==> src/rtl/cpu_pkg.sv <==
// Shared types and constants for the 16-bit pipelined CPU execute path.
// Latency: n/a (declarations only).
// Backpressure: n/a.
// Contents: ALU op encodings, forward-select codes, default widths, sequencer states.
package cpu_pkg;

  localparam int DEF_DATA_W = 16;
  localparam int DEF_REG_W  = 4;

  typedef enum logic [3:0] {
    ALU_ADD    = 4'b0000,
    ALU_SUB    = 4'b0001,
    ALU_AND    = 4'b0010,
    ALU_OR     = 4'b0011,
    ALU_MUL    = 4'b0100,
    ALU_DIV    = 4'b0101,
    ALU_SLL    = 4'b0110,
    ALU_SRL    = 4'b0111,
    ALU_PASS_B = 4'b1000
  } alu_op_t;

  // Operand source selects from the forwarding unit; 2'b11 behaves like FWD_REG.
  localparam logic [1:0] FWD_REG    = 2'b00;
  localparam logic [1:0] FWD_MEM_WB = 2'b01;
  localparam logic [1:0] FWD_EX_MEM = 2'b10;

  typedef enum logic {
    MD_IDLE = 1'b0,
    MD_BUSY = 1'b1
  } md_state_t;

  function automatic logic is_muldiv(input alu_op_t op);
    return (op == ALU_MUL) || (op == ALU_DIV);
  endfunction

endpackage

==> src/rtl/muldiv_seq.sv <==
// Iterative signed multiply / divide: one shift-add or restoring-subtract step per cycle.
// Latency: W+1 cycles from start to result load (result is combinational in the last BUSY cycle); divide by zero finishes in the issue cycle.
// Backpressure: busy_stall holds the front end from issue until the final BUSY cycle; abort drops it at once.
// Ports: clk/rst (sync, active high); start/is_div/a/b issue an op (sampled in IDLE only);
//        abort squashes; done pulses with lo/hi/div0/ovf valid; busy_stall is combinational.
module muldiv_seq
  import cpu_pkg::*;
#(
  parameter int W = DEF_DATA_W
) (
  input  logic         clk,
  input  logic         rst,
  input  logic         start,
  input  logic         is_div,
  input  logic [W-1:0] a,
  input  logic [W-1:0] b,
  input  logic         abort,
  output logic         done,
  output logic [W-1:0] lo,
  output logic [W-1:0] hi,
  output logic         div0,
  output logic         ovf,
  output logic         busy_stall
);

  localparam int CW = $clog2(W + 1);

  md_state_t      state_q, state_d;
  logic [CW-1:0]  cnt_q, cnt_d;
  logic           div_q, div_d;
  logic           neg_lo_q, neg_lo_d;   // sign of product / quotient
  logic           neg_hi_q, neg_hi_d;   // sign of remainder (follows dividend)
  logic [W-1:0]   opnd_q, opnd_d;       // |multiplicand| or |divisor|
  logic [W:0]     acc_hi_q, acc_hi_d;   // partial product high / partial remainder
  logic [W-1:0]   acc_lo_q, acc_lo_d;   // multiplier bits / dividend-quotient bits

  logic           a_neg, b_neg, b_zero;
  logic [W-1:0]   a_mag, b_mag;
  logic           idle_div0, issue, last;

  assign a_neg  = a[W-1];
  assign b_neg  = b[W-1];
  assign a_mag  = a_neg ? -a : a;
  assign b_mag  = b_neg ? -b : b;
  assign b_zero = (b == '0);

  assign idle_div0 = (state_q == MD_IDLE) && start && is_div && b_zero;
  assign issue     = (state_q == MD_IDLE) && start && !(is_div && b_zero);
  assign last      = (state_q == MD_BUSY) && (cnt_q == CW'(1));

  // One iteration step on the magnitudes held in the accumulators.
  logic [W:0]   r_sh, mul_sum, step_hi;
  logic [W-1:0] step_lo;

  always_comb begin
    r_sh    = {acc_hi_q[W-1:0], acc_lo_q[W-1]};
    mul_sum = acc_hi_q + (acc_lo_q[0] ? {1'b0, opnd_q} : '0);
    step_hi = acc_hi_q;
    step_lo = acc_lo_q;
    if (div_q) begin
      if (r_sh >= {1'b0, opnd_q}) begin
        step_hi = r_sh - {1'b0, opnd_q};
        step_lo = {acc_lo_q[W-2:0], 1'b1};
      end else begin
        step_hi = r_sh;
        step_lo = {acc_lo_q[W-2:0], 1'b0};
      end
    end else begin
      step_hi = {1'b0, mul_sum[W:1]};
      step_lo = {mul_sum[0], acc_lo_q[W-1:1]};
    end
  end

  // Sign correction of the final step (only meaningful when last).
  logic [2*W-1:0] prod_mag, prod;
  logic [W-1:0]   quot, rem;
  logic           mul_ovf;

  assign prod_mag = {step_hi[W-1:0], step_lo};
  assign prod     = neg_lo_q ? -prod_mag : prod_mag;
  assign quot     = neg_lo_q ? -step_lo : step_lo;
  assign rem      = neg_hi_q ? -step_hi[W-1:0] : step_hi[W-1:0];
  assign mul_ovf  = (prod[2*W-1:W] != {W{prod[W-1]}});

  assign done       = !rst && !abort && (idle_div0 || last);
  assign div0       = idle_div0;
  assign lo         = idle_div0 ? '1 : (div_q ? quot : prod[W-1:0]);
  assign hi         = idle_div0 ? a  : (div_q ? rem  : prod[2*W-1:W]);
  assign ovf        = !idle_div0 && !div_q && mul_ovf;
  assign busy_stall = !rst && !abort &&
                      (issue || ((state_q == MD_BUSY) && (cnt_q != CW'(1))));

  always_comb begin
    state_d  = state_q;
    cnt_d    = cnt_q;
    div_d    = div_q;
    neg_lo_d = neg_lo_q;
    neg_hi_d = neg_hi_q;
    opnd_d   = opnd_q;
    acc_hi_d = acc_hi_q;
    acc_lo_d = acc_lo_q;
    case (state_q)
      MD_IDLE: begin
        if (issue && !abort) begin
          state_d  = MD_BUSY;
          cnt_d    = CW'(W);
          div_d    = is_div;
          neg_lo_d = a_neg ^ b_neg;
          neg_hi_d = a_neg;
          opnd_d   = is_div ? b_mag : a_mag;
          acc_lo_d = is_div ? a_mag : b_mag;
          acc_hi_d = '0;
        end
      end
      MD_BUSY: begin
        if (abort) begin
          state_d = MD_IDLE;
          cnt_d   = '0;
        end else begin
          acc_hi_d = step_hi;
          acc_lo_d = step_lo;
          cnt_d    = cnt_q - CW'(1);
          if (last) state_d = MD_IDLE;
        end
      end
      default: state_d = MD_IDLE;
    endcase
  end

  always_ff @(posedge clk) begin
    if (rst) begin
      state_q  <= MD_IDLE;
      cnt_q    <= '0;
      div_q    <= 1'b0;
      neg_lo_q <= 1'b0;
      neg_hi_q <= 1'b0;
      opnd_q   <= '0;
      acc_hi_q <= '0;
      acc_lo_q <= '0;
    end else begin
      state_q  <= state_d;
      cnt_q    <= cnt_d;
      div_q    <= div_d;
      neg_lo_q <= neg_lo_d;
      neg_hi_q <= neg_hi_d;
      opnd_q   <= opnd_d;
      acc_hi_q <= acc_hi_d;
      acc_lo_q <= acc_lo_d;
    end
  end

endmodule

==> src/rtl/ex_stage.sv <==
// Execute stage: operand forwarding muxes, single-cycle ALU, MUL/DIV sequencer and the EX/MEM register.
// Latency: 1 cycle for ALU ops, DATA_W+1 for MUL/DIV, 1 for divide by zero.
// Backpressure: stall_out (combinational) holds PC, IF/ID and ID/EX while MUL/DIV runs; flush and rst drop it.
// Ports: clk/rst/flush; id_ex_* instruction fields; forward_a/b + mem_wb_data operand sources;
//        ex_mem_* registered results/controls; stall_out.
module ex_stage
  import cpu_pkg::*;
#(
  parameter int DATA_W = DEF_DATA_W,
  parameter int REG_W  = DEF_REG_W
) (
  input  logic              clk,
  input  logic              rst,
  input  logic              flush,
  input  logic              id_ex_valid,
  input  logic [3:0]        id_ex_alu_op,
  input  logic [DATA_W-1:0] id_ex_op1_data,
  input  logic [DATA_W-1:0] id_ex_op2_data,
  input  logic [DATA_W-1:0] id_ex_imm,
  input  logic              id_ex_use_imm,
  input  logic [REG_W-1:0]  id_ex_rd,
  input  logic              id_ex_reg_write,
  input  logic              id_ex_mem_read,
  input  logic              id_ex_mem_write,
  input  logic [1:0]        forward_a,
  input  logic [1:0]        forward_b,
  input  logic [DATA_W-1:0] mem_wb_data,
  output logic              stall_out,
  output logic              ex_mem_valid,
  output logic              ex_mem_reg_write,
  output logic              ex_mem_mem_read,
  output logic              ex_mem_mem_write,
  output logic [REG_W-1:0]  ex_mem_rd,
  output logic [DATA_W-1:0] ex_mem_result,
  output logic [DATA_W-1:0] ex_mem_hi,
  output logic              ex_mem_hi_write,
  output logic [DATA_W-1:0] ex_mem_store_data,
  output logic              ex_mem_overflow,
  output logic              ex_mem_div0
);

  localparam int MSB = DATA_W - 1;

  // EX/MEM register
  logic              valid_q, valid_d, rw_q, rw_d, mr_q, mr_d, mw_q, mw_d;
  logic [REG_W-1:0]  rd_q, rd_d;
  logic [DATA_W-1:0] result_q, result_d, hi_q, hi_d, store_q, store_d;
  logic              hi_write_q, hi_write_d, ovf_q, ovf_d, div0_q, div0_d;

  alu_op_t op;
  assign op = alu_op_t'(id_ex_alu_op);

  // Operand muxing
  logic [DATA_W-1:0] op_a, op_b_fwd, op_b;

  always_comb begin
    op_a = id_ex_op1_data;
    case (forward_a)
      FWD_EX_MEM: op_a = result_q;
      FWD_MEM_WB: op_a = mem_wb_data;
      default:    op_a = id_ex_op1_data;
    endcase
    op_b_fwd = id_ex_op2_data;
    case (forward_b)
      FWD_EX_MEM: op_b_fwd = result_q;
      FWD_MEM_WB: op_b_fwd = mem_wb_data;
      default:    op_b_fwd = id_ex_op2_data;
    endcase
  end

  assign op_b = id_ex_use_imm ? id_ex_imm : op_b_fwd;

  // Single-cycle ALU
  logic [DATA_W-1:0] sum, diff, alu_res;
  logic              alu_ovf;

  assign sum  = op_a + op_b;
  assign diff = op_a - op_b;

  always_comb begin
    alu_res = '0;
    alu_ovf = 1'b0;
    case (op)
      ALU_ADD: begin
        alu_res = sum;
        alu_ovf = (op_a[MSB] == op_b[MSB]) && (sum[MSB] != op_a[MSB]);
      end
      ALU_SUB: begin
        alu_res = diff;
        alu_ovf = (op_a[MSB] != op_b[MSB]) && (diff[MSB] != op_a[MSB]);
      end
      ALU_AND:    alu_res = op_a & op_b;
      ALU_OR:     alu_res = op_a | op_b;
      ALU_SLL:    alu_res = op_a << op_b[3:0];
      ALU_SRL:    alu_res = op_a >> op_b[3:0];
      ALU_PASS_B: alu_res = op_b;
      default:    alu_res = '0;
    endcase
  end

  // MUL/DIV sequencer
  logic              md_start, md_done, md_div0, md_ovf, md_stall;
  logic [DATA_W-1:0] md_lo, md_hi;

  assign md_start = id_ex_valid && is_muldiv(op) && !flush;

  muldiv_seq #(.W(DATA_W)) u_muldiv_seq (
    .clk        (clk),
    .rst        (rst),
    .start      (md_start),
    .is_div     (op == ALU_DIV),
    .a          (op_a),
    .b          (op_b),
    .abort      (flush),
    .done       (md_done),
    .lo         (md_lo),
    .hi         (md_hi),
    .div0       (md_div0),
    .ovf        (md_ovf),
    .busy_stall (md_stall)
  );

  assign stall_out = md_stall;

  // Destination/control of a MUL/DIV are captured when the instruction first
  // reaches EX (the cycle after a non-stalled one) and held while stalled.
  logic              stall_q;
  logic [REG_W-1:0]  md_rd_q, md_rd_d;
  logic              md_rw_q, md_rw_d, md_mr_q, md_mr_d, md_mw_q, md_mw_d;

  always_comb begin
    md_rd_d = stall_q ? md_rd_q : id_ex_rd;
    md_rw_d = stall_q ? md_rw_q : id_ex_reg_write;
    md_mr_d = stall_q ? md_mr_q : id_ex_mem_read;
    md_mw_d = stall_q ? md_mw_q : id_ex_mem_write;
  end

  // EX/MEM next state. Bubbles clear control/flags and leave data as is.
  logic bubble;

  always_comb begin
    valid_d    = valid_q;
    rw_d       = rw_q;
    mr_d       = mr_q;
    mw_d       = mw_q;
    rd_d       = rd_q;
    result_d   = result_q;
    hi_d       = hi_q;
    store_d    = store_q;
    hi_write_d = hi_write_q;
    ovf_d      = ovf_q;
    div0_d     = div0_q;
    bubble     = 1'b1;
    if (flush) begin
      bubble = 1'b1;
    end else if (md_done) begin
      bubble     = 1'b0;
      valid_d    = 1'b1;
      rw_d       = md_rw_d;
      mr_d       = md_mr_d;
      mw_d       = md_mw_d;
      rd_d       = md_rd_d;
      result_d   = md_lo;
      hi_d       = md_hi;
      hi_write_d = 1'b1;
      ovf_d      = md_ovf;
      div0_d     = md_div0;
    end else if (md_stall) begin
      bubble = 1'b1;
    end else if (id_ex_valid) begin
      bubble     = 1'b0;
      valid_d    = 1'b1;
      rw_d       = id_ex_reg_write;
      mr_d       = id_ex_mem_read;
      mw_d       = id_ex_mem_write;
      rd_d       = id_ex_rd;
      result_d   = alu_res;
      store_d    = op_b_fwd;
      hi_write_d = 1'b0;
      ovf_d      = alu_ovf;
      div0_d     = 1'b0;
    end
    if (bubble) begin
      valid_d    = 1'b0;
      rw_d       = 1'b0;
      mr_d       = 1'b0;
      mw_d       = 1'b0;
      hi_write_d = 1'b0;
      ovf_d      = 1'b0;
      div0_d     = 1'b0;
    end
  end

  always_ff @(posedge clk) begin
    if (rst) begin
      valid_q    <= 1'b0;
      rw_q       <= 1'b0;
      mr_q       <= 1'b0;
      mw_q       <= 1'b0;
      rd_q       <= '0;
      result_q   <= '0;
      hi_q       <= '0;
      store_q    <= '0;
      hi_write_q <= 1'b0;
      ovf_q      <= 1'b0;
      div0_q     <= 1'b0;
      stall_q    <= 1'b0;
      md_rd_q    <= '0;
      md_rw_q    <= 1'b0;
      md_mr_q    <= 1'b0;
      md_mw_q    <= 1'b0;
    end else begin
      valid_q    <= valid_d;
      rw_q       <= rw_d;
      mr_q       <= mr_d;
      mw_q       <= mw_d;
      rd_q       <= rd_d;
      result_q   <= result_d;
      hi_q       <= hi_d;
      store_q    <= store_d;
      hi_write_q <= hi_write_d;
      ovf_q      <= ovf_d;
      div0_q     <= div0_d;
      stall_q    <= md_stall;
      md_rd_q    <= md_rd_d;
      md_rw_q    <= md_rw_d;
      md_mr_q    <= md_mr_d;
      md_mw_q    <= md_mw_d;
    end
  end

  assign ex_mem_valid      = valid_q;
  assign ex_mem_reg_write  = rw_q;
  assign ex_mem_mem_read   = mr_q;
  assign ex_mem_mem_write  = mw_q;
  assign ex_mem_rd         = rd_q;
  assign ex_mem_result     = result_q;
  assign ex_mem_hi         = hi_q;
  assign ex_mem_hi_write   = hi_write_q;
  assign ex_mem_store_data = store_q;
  assign ex_mem_overflow   = ovf_q;
  assign ex_mem_div0       = div0_q;

endmodule
==> config.mk <==
export PLATFORM = sky130hd
export DESIGN_NAME = ex_stage
export DESIGN_NICKNAME = d
export VERILOG_FILES = /design/src/rtl/cpu_pkg.sv /design/src/rtl/muldiv_seq.sv /design/src/rtl/ex_stage.sv
export SDC_FILE = /design/constraint.sdc
export NUM_CORES = 1
export LEC_CHECK = 0
export CORE_MARGIN = 5
export CORE_UTILIZATION = 45
export DETAILED_ROUTE_END_ITERATION = 10
export GPL_TIMING_DRIVEN = 0
export PLACE_DENSITY = 0.63
export SETUP_SLACK_MARGIN = 0.05
export SLEW_MARGIN = 25
export SYNTH_ARGS = -nofsm -noshare
export SYNTH_HDL_FRONTEND = slang
export SYNTH_SLANG_ARGS = --single-unit
==> constraint.sdc <==
create_clock -name clk -period 12.5 [get_ports clk]
set_input_delay 2.5 -clock clk [delete_from_list [all_inputs] [get_ports clk]]
set_output_delay 2.5 -clock clk [all_outputs]
set_load 0.02 [all_outputs]
==> results of run 1 <==
final cells by class:
type                       instances  area (sq um)
fill                            2931         13200
multi-input combinational       1563          9990
sequential                       125          2500
timing repair buffer             141          1410
buffer                           132           504
tap                              384           480
clock buffer                      17           425
inverter                          87           327
clock inverter                    15           143
metal layers:
| layer | up-vias | routed length (microns) |
|---|---|---|
| met2 | 1055 | 27900 |
| met5 | - | 20 |
| met4 | 2 | 4150 |
| met3 | 225 | 6150 |
| li1 | 7329 | - |
| met1 | 7545 | 24500 |
worst paths after layout:
| path | to | depth (start not counted) |
|---|---|---|
| worst max-delay path | stall_out | 18 |
| worst min-delay path | ex_mem_hi[2] | 2 |
| worst max register to register | ex_mem_result[9] | 17 |
| worst min register to register | ex_mem_hi[2] | 2 |
cells by family (layout without fill, tap and decap cells):
logic type	after synthesis	after routing	synth area share
multiplexers	42	42	0.0321
XOR/XNOR	90	90	0.0594
flip-flops	125	125	0.188
buffers and inverters	219	392	0.0626
AND/OR/NAND/NOR	646	646	0.224
AO/OA/AOI/OAI	691	691	0.342
adder cells (fa/ha/maj)	94	94	0.0908
cells in the mapped netlist (6+ instances only):
library cell  count  area (sq um)
ha_1             90          1130
o21ai_1          21           105
xor2_1           27           236
o22ai_1          10          62.6
clkbuf_1        107           402
a221o_1          23           230
or3_1            19           119
buf_2             7          35.0
or2_2             6          37.5
nor2b_1          18           113
nor3_1           45           225
a211oi_1         52           390
a21oi_1         153           766
o41ai_1          11          96.3
o21bai_1         10          75.1
inv_1            84           315
a21o_1           14           105
o21ai_0         163           816
o21a_1           16           120
a211o_1           7          61.3
nand4_1          11          68.8
xnor2_1          63           552
a221oi_1         26           228
and2_1           20           125
dfxtp_1         125          2500
and3_1            6          37.5
nor2_1          201           754
nand3_1          48           240
o221ai_1         14           123
o31ai_1          17           128
nand2_1         218           818
o211ai_1         36           270
buf_1            18          67.6
nand2b_1         21           131
a31oi_1          28           175
a22oi_1          26           195
mux2i_1          37           370
critical path, stage by stage:
cell,delay (ns)
clkdlybuf4s50_1,0.51
inv_1,0.06
ha_1,0.36
buf_2,0.21
clkbuf_1,0.23
a221oi_1,0.45
o31a_1,0.44
clkbuf_1,0.43
clkbuf_1,0.42
buf_1,0.62
ha_1,0.38
and3_1,0.18
clkbuf_1,0.26
and3_1,0.24
a21oi_1,0.30
a21oi_1,0.42
nor3_1,0.16
clkdlybuf4s50_1,0.57
flip-flops by register name, summed over array words and instances, names as in the netlist, 4 cells and up:
name	count
ex_mem_hi	16
ex_mem_rd	4
ex_mem_result	16
ex_mem_store_data	16
md_rd_q	4
u_muldiv_seq.acc_hi_q	17
u_muldiv_seq.acc_lo_q	16
u_muldiv_seq.cnt_q	5
u_muldiv_seq.opnd_q	16
power by group:
part	switching [W]	internal, W	total, W
clock	0.000225	0.000265	0.000490
combinational	0.000375	0.000187	0.000562
sequential	0.00000936	0.000408	0.000417
per-stage QoR:
| stage | std cells | util | hold WS [ns] |
|---|---|---|---|
| 2_1_floorplan | 1907 | - | 0.440 |
| 3_3_place_gp | 2432 | 0.524 | 0.444 |
| 3_5_place_dp | 2432 | 0.525 | 0.449 |
| 4_1_cts | 2464 | 0.545 | 0.455 |
| 5_1_grt | 2464 | 0.545 | 0.486 |
| 6_report | 2464 | 0.545 | 0.452 |
==> qor.json, run 1 <==
{
  "syn_area_per_cell": {"value": 6.96, "unit": "sq um"},
  "totalWireLength": {"value": 62.7, "unit": "mm"},
  "syn-cell-area": {"value": 13300, "unit": "sq um"},
  "clock_latency": {"value": 0.43, "unit": "ns"},
  "setup_viol": {"value": 0},
  "count_of_input_and_output_buffers": {"value": 141},
  "cts_resized": {"value": 0},
  "setup_total_negative_slack": {"value": 0, "unit": "ns"},
  "clockRootBuffer": {"value": "clkbuf_16"},
  "tritoncts": {"value": "yes"},
  "areaGrowthSynthToFinish": {"value": 18.8, "unit": "%"},
  "ctsHtreeMaxLevel": {"value": 4},
  "post_dp_cell_area": {"value": 15200, "unit": "sq um"},
  "global_route.peak_usage_layer": {"value": "met2"},
  "timing.critical_path.required": {"value": 10.00, "unit": "ns"},
  "finish.instance_area": {"value": 15800, "unit": "sq um"},
  "clk_pin_slew_worst_paths": {"value": 0.06, "unit": "ns"},
  "finalWorstPathRequiredPeriod": {"value": 11.26, "unit": "ns"},
  "ios": {"value": 144},
  "synth.ff_latch_count": {"value": 125},
  "synth.yosys.warnings": {"value": 0},
  "unrepaired_setup_endpoints_after_global_routing": {"value": "false"},
  "hp-class": {"value": "reg2reg"},
  "final.setup_skew": {"value": 0.0128, "unit": "ns"},
  "initial_cell_density_of_the_core": {"value": 0.459},
  "critical_path.reg2reg.startpoint": {"value": "ex_mem_result[1]"},
  "placementRows": {"value": 62},
  "postCtsSetupRepairBufs": {"value": 0},
  "grt.overflow.total": {"value": 0},
  "gr-usage-met2": {"value": 0.581},
  "ff2ff_setup_slack": {"value": 5.95, "unit": "ns"},
  "holdBufCountCts": {"value": 0},
  "die-height": {"value": 182, "unit": "microns"},
  "pwr_density_cell": {"value": 93.1, "unit": "nW/um^2"},
  "path_class": {"value": "in2out"},
  "placement.setup.worst_slack": {"value": 1.51, "unit": "ns"},
  "share_of_final_layout_standard_cells_stronger_than_drive_strength_1": {"value": 0.0394},
  "hold_path.startpoint": {"value": "ex_mem_hi[2]"},
  "detailroute.via_count": {"value": 16156},
  "grt_pass1_vias": {"value": 15269},
  "core-area": {"value": 28900, "unit": "sq um"},
  "synth-async-reset-ratio": {"value": 0},
  "worst_ir_drop_vdd": {"value": 0.0961, "unit": "mV"},
  "finalWeightedCongestion": {"value": 1.04},
  "die-area": {"value": 33000, "unit": "sq um"},
  "wire_per_inst": {"value": 25.5, "unit": "microns"},
  "dominantRegCellSynth": {"value": "dfxtp_1"},
  "clockBufferDepth": {"value": 2},
  "worst_setup_path_end_kind": {"value": "output pin"},
  "post-layout-total-power": {"value": 0.00147, "unit": "W"},
  "drv.max_cap_violation_count": {"value": 0},
  "post-route-drc-count": {"value": 0},
  "timing.final.ws_setup": {"value": 1.24, "unit": "ns"},
  "initialDrtViolationCount": {"value": 2279},
  "outcome": {"value": "completed"},
  "synth_sequential_area_ratio": {"value": 0.188},
  "timing.critical_path.fanout_max": {"value": 13},
  "timing_worst_slew_pin_value": {"value": 1.18, "unit": "ns"},
  "yosys.cell_types.count": {"value": 86},
  "timing.final.max_slew_violations": {"value": 0},
  "grt_pass1_wl": {"value": 93.1, "unit": "mm"},
  "startpoint_type": {"value": "input port"},
  "critical_path_arrival": {"value": 8.76, "unit": "ns"},
  "first_pass_iters": {"value": 8},
  "crit_path_start": {"value": "forward_b[0]"},
  "finalCritPeriodShare": {"value": 0.901},
  "most_used_cells_in_the_layout_excluding_fill_and_tap_cells": {"value": "nand2_1 (218), nor2_1 (201), o21ai_0 (163)"},
  "post_drt_via_cell_ratio": {"value": 6.56},
  "grtUsageMet3": {"value": 0.0700},
  "synthesis.instances": {"value": 1907},
  "num_antenna_cells": {"value": 0},
  "f_max": {"value": 88.8, "unit": "MHz"},
  "synthesis.nets": {"value": 2085},
  "hpwl": {"value": 49.9, "unit": "mm"},
  "total_leakage_power": {"value": 5.86, "unit": "nW"},
  "grt_max_degree": {"value": 17},
  "total_clock_buffers_created_by_cts": {"value": 17},
  "antenna_found_initial": {"value": 1},
  "timing.final.hold_violations": {"value": 0},
  "cts_sink_cnt": {"value": 125},
  "groute.usage.overall": {"value": 0.362},
  "number_of_nets_with_antenna_violations_after_routing": {"value": 0},
  "die_w": {"value": 182, "unit": "microns"},
  "final_nets": {"value": 2245},
  "synth_enable_flop_cells": {"value": 0},
  "relSlewSlack": {"value": 0.204},
  "groute.layer.met1.usage": {"value": 0.457},
  "final_common_cell": {"value": "nand2_1"}
}
No activity file was read; power rests on OpenSTA's default activity.
==> inputs of run 2 (changes only) <==
--- a/config.mk
+++ b/config.mk
@@ -8,8 +8,8 @@
 export CORE_MARGIN = 5
 export CORE_UTILIZATION = 45
 export DETAILED_ROUTE_END_ITERATION = 10
-export GPL_TIMING_DRIVEN = 0
 export PLACE_DENSITY = 0.63
+export REMOVE_ABC_BUFFERS = 1
 export SETUP_SLACK_MARGIN = 0.05
 export SLEW_MARGIN = 25
 export SYNTH_ARGS = -nofsm -noshare
==> qor.json, run 2 (synthesized netlist as in run 1, its figures left out) <==
{
  "pwr_density_cell": {"value": 93.5, "unit": "nW/um^2", "change": "was 93.1 nW/um^2"},
  "critical_path.reg2reg.startpoint": {"value": "ex_mem_result[6]", "change": "was ex_mem_result[1]"},
  "tritoncts": {"value": "yes", "change": "unchanged"},
  "path_class": {"value": "in2out", "change": "unchanged"},
  "hp-class": {"value": "reg2reg", "change": "unchanged"},
  "grt_pass1_vias": {"value": 14363, "change": "was 15269"},
  "grt_pass1_wl": {"value": 84.0, "unit": "mm", "change": "was 93.1 mm"},
  "total_leakage_power": {"value": 5.89, "unit": "nW", "change": "was 5.86 nW"},
  "initial_cell_density_of_the_core": {"value": 0.459, "change": "unchanged"},
  "timing.final.ws_setup": {"value": 2.71, "unit": "ns", "change": "was 1.24 ns"},
  "finish.utilization": {"value": 0.540, "change": "was 0.545"},
  "worst_r2r_endpoint": {"value": "ex_mem_rd[2]", "change": "was ex_mem_result[9]"},
  "timing.critical_path.required": {"value": 10.00, "unit": "ns", "change": "about the same"},
  "groute.usage.overall": {"value": 0.318, "change": "was 0.362"},
  "cts_resized": {"value": 0, "change": "unchanged"},
  "timing.final.max_slew_violations": {"value": 0, "change": "unchanged"},
  "grt_max_degree": {"value": 73, "change": "was 17"},
  "first_pass_iters": {"value": 7, "change": "was 8"},
  "layout.area.seq": {"value": 2500, "unit": "sq um", "change": "about the same"},
  "die-height": {"value": 182, "unit": "microns", "change": "unchanged"},
  "unrepaired_setup_endpoints_after_global_routing": {"value": "false", "change": "unchanged"},
  "post-route-drc-count": {"value": 0, "change": "unchanged"},
  "total_clock_buffers_created_by_cts": {"value": 17, "change": "unchanged"},
  "clockRootBuffer": {"value": "clkbuf_16", "change": "unchanged"},
  "critPathSlowestCell": {"value": "ha_1", "change": "was buf_1"},
  "totalWireLength": {"value": 54.8, "unit": "mm", "change": "was 62.7 mm"},
  "cp_common_cell": {"value": "inv_1", "change": "was clkbuf_1"},
  "antenna_found_initial": {"value": 0, "change": "was 1"},
  "largest_register_ffs": {"value": 17, "change": "unchanged"},
  "final.fill_count": {"value": 2873, "change": "was 2931"},
  "setup_total_negative_slack": {"value": 0, "unit": "ns", "change": "unchanged"},
  "share_of_final_layout_standard_cells_stronger_than_drive_strength_1": {"value": 0.0603, "change": "was 0.0394"},
  "numPlacedInstances": {"value": 2342, "change": "was 2432"},
  "relSlewSlack": {"value": 0.213, "change": "was 0.204"},
  "outcome": {"value": "completed", "change": "unchanged"},
  "ctsHtreeMaxLevel": {"value": 4, "change": "unchanged"},
  "hpwl": {"value": 41.7, "unit": "mm", "change": "was 49.9 mm"},
  "clockBufferDepth": {"value": 2, "change": "unchanged"},
  "timing.final.hold_violations": {"value": 0, "change": "unchanged"},
  "cts_sink_cnt": {"value": 125, "change": "unchanged"},
  "areaGrowthSynthToFinish": {"value": 17.6, "unit": "%", "change": "was 18.8%"},
  "setup_viol": {"value": 0, "change": "unchanged"},
  "finalCritPeriodShare": {"value": 0.784, "change": "was 0.901"},
  "num_antenna_cells": {"value": 0, "change": "unchanged"},
  "worst_ir_drop_vdd": {"value": 0.0970, "unit": "mV", "change": "was 0.0961 mV"},
  "final_nets": {"value": 2155, "change": "was 2245"},
  "finalWeightedCongestion": {"value": 1.00, "change": "was 1.04"},
  "drv.max_cap_violation_count": {"value": 0, "change": "unchanged"},
  "final_common_cell": {"value": "nand2_1", "change": "unchanged"},
  "grt.overflow.total": {"value": 0, "change": "unchanged"},
  "critical_path_arrival": {"value": 7.29, "unit": "ns", "change": "was 8.76 ns"},
  "crit_path_start": {"value": "forward_b[0]", "change": "unchanged"},
  "holdBufCountCts": {"value": 0, "change": "unchanged"},
  "die-area": {"value": 33000, "unit": "sq um", "change": "unchanged"},
  "wire_per_inst": {"value": 23.1, "unit": "microns", "change": "was 25.5 microns"},
  "largest-register": {"value": "u_muldiv_seq.acc_hi_q", "change": "unchanged"},
  "core-area": {"value": 28900, "unit": "sq um", "change": "unchanged"},
  "postCtsSetupRepairBufs": {"value": 0, "change": "unchanged"},
  "detailroute.via_count": {"value": 15135, "change": "was 16156"},
  "worstPathBufferInverterCount": {"value": 6, "change": "was 9"},
  "final.setup_skew": {"value": 0.0101, "unit": "ns", "change": "was 0.0128 ns"},
  "cpLargestDelayFamily": {"value": "buffers and inverters", "change": "unchanged"},
  "timing_worst_slew_pin_value": {"value": 1.17, "unit": "ns", "change": "was 1.18 ns"},
  "most_used_cells_in_the_layout_excluding_fill_and_tap_cells": {"value": "nand2_1 (218), nor2_1 (197), o21ai_0 (163)", "change": "was nand2_1 (218), nor2_1 (201), o21ai_0 (163)"},
  "ff2ff_setup_slack": {"value": 6.78, "unit": "ns", "change": "was 5.95 ns"},
  "number_of_nets_with_antenna_violations_after_routing": {"value": 0, "change": "unchanged"},
  "multi_input_area": {"value": 10000, "unit": "sq um", "change": "was 9990 sq um"},
  "worstPathCellList": {"value": "clkdlybuf4s50_1 -> inv_1 -> ha_1 -> inv_1 -> o21ai_0 -> o21a_1 -> inv_1 -> nor4b_2 -> nor4b_1 -> a21oi_2 -> buf_4 -> a21oi_1 -> nor3_1 -> clkdlybuf4s50_1", "change": "was clkdlybuf4s50_1 -> inv_1 -> ha_1 -> buf_2 -> clkbuf_1 -> a221oi_1 -> o31a_1 -> clkbuf_1 -> clkbuf_1 -> buf_1 -> ha_1 -> and3_1 -> clkbuf_1 -> and3_1 -> a21oi_1 -> a21oi_1 -> nor3_1 -> clkdlybuf4s50_1"},
  "critPathCapture": {"value": "stall_out", "change": "unchanged"},
  "f_max": {"value": 102, "unit": "MHz", "change": "was 88.8 MHz"},
  "clk_pin_slew_worst_paths": {"value": 0.06, "unit": "ns", "change": "about the same"},
  "worst_setup_path_end_kind": {"value": "output pin", "change": "unchanged"},
  "ios": {"value": 144, "change": "unchanged"},
  "reg2regPathDepth": {"value": 14, "change": "was 17"},
  "finalWorstPathRequiredPeriod": {"value": 9.79, "unit": "ns", "change": "was 11.26 ns"},
  "initialDrtViolationCount": {"value": 1622, "change": "was 2279"},
  "die_w": {"value": 182, "unit": "microns", "change": "unchanged"},
  "post_drt_via_cell_ratio": {"value": 6.38, "change": "was 6.56"},
  "cpPeakStageDelay": {"value": 0.74, "unit": "ns", "change": "was 0.62 ns"},
  "timing.critical_path.fanout_max": {"value": 26, "change": "was 13"},
  "placement.setup.worst_slack": {"value": 2.91, "unit": "ns", "change": "was 1.51 ns"},
  "worstSetupPathDepth": {"value": 14, "change": "was 18"},
  "clock_latency": {"value": 0.43, "unit": "ns", "change": "about the same"},
  "placementRows": {"value": 62, "change": "unchanged"},
  "count_of_input_and_output_buffers": {"value": 143, "change": "was 141"},
  "instances_no_fill": {"value": 2374, "change": "was 2464"},
  "startpoint_type": {"value": "input port", "change": "unchanged"}
}
[run 2: cell types whose count changed in the layout (fill, tap and decap cells not counted), sizes merged]
cell           previous run  this run
buf                      25        41
bufinv                    0         1
clkbuf                  124        17
clkdlybuf4s50           141       142
clkinv                    5         6
clkinvlp                  1         3
inv                      96        92
[run 2: metal layers]
| layer | up-vias | GRT usage | share of wire | routed length [microns] |
|---|---|---|---|---|
| met2 | 772 | 0.521 | 0.46 | 25100 |
| met1 | 7106 | 0.415 | 0.42 | 23000 |
| met5 | - | 0 | 0 | 0 |
| met4 | 0 | 0.124 | 0.043 | 2340 |
| li1 | 7126 | - | - | - |
| met3 | 131 | 0.0574 | 0.079 | 4330 |
[run 2: worst min path at each step]
stage,from,endpoint,slack (ns),cells after the start
after global placement,ex_mem_hi[7],ex_mem_hi[7],0.45,2
after CTS,ex_mem_hi[7],ex_mem_hi[7],0.46,2
final,ex_mem_hi[7],ex_mem_hi[7],0.45,2
after floorplan,u_muldiv_seq.opnd_q[10],u_muldiv_seq.opnd_q[10],0.43,2
after detailed placement,ex_mem_hi[3],ex_mem_hi[3],0.45,2
after global routing,ex_mem_hi[1],ex_mem_hi[1],0.47,2
[run 2: cell type report]
class | instances | area share
clock buffers | 17 | 0.0272
clock inverters | 15 | 0.00977
inverters | 87 | 0.0209
multi-input cells | 1563 | 0.640
flip-flops and latches | 125 | 0.160
well taps | 384 | 0.0307
repair buffers | 183 | 0.111
[run 2: where the power goes]
group / switching, W / leakage [nW] / internal [W]
registers: 0.00000960 / 1.01 / 0.000408
logic: 0.000346 / 4.60 / 0.000191
clock network: 0.000227 / 0.277 / 0.000281
total: 0.000582 / 5.89 / 0.000880
[run 2: worst reg2reg max path, stage by stage (launching register included)]
cell and delay, ns:
dfxtp_1 0.37, a221oi_1 0.44, o22ai_1 0.16, o31ai_1 0.48, nor4b_2 0.46, nor4b_1 0.60, nand2_1 0.28, nor4_2 0.65
nor2_2 0.04, buf_4 0.24, inv_1 0.75, or3_2 0.65, o21ai_0 0.27, nand2_1 0.12, a21oi_1 0.06
[run 2: stage by stage]
stage	hold slack, ns	total power [W]	area, sq um
3_5_place_dp	0.448	0.000945	15000
6_report	0.453	0.00146	15600
3_3_place_gp	0.446	0.000943	15000
5_1_grt	0.468	0.00152	15600
4_1_cts	0.459	0.00145	15600
2_1_floorplan	0.434	0.000744	12800
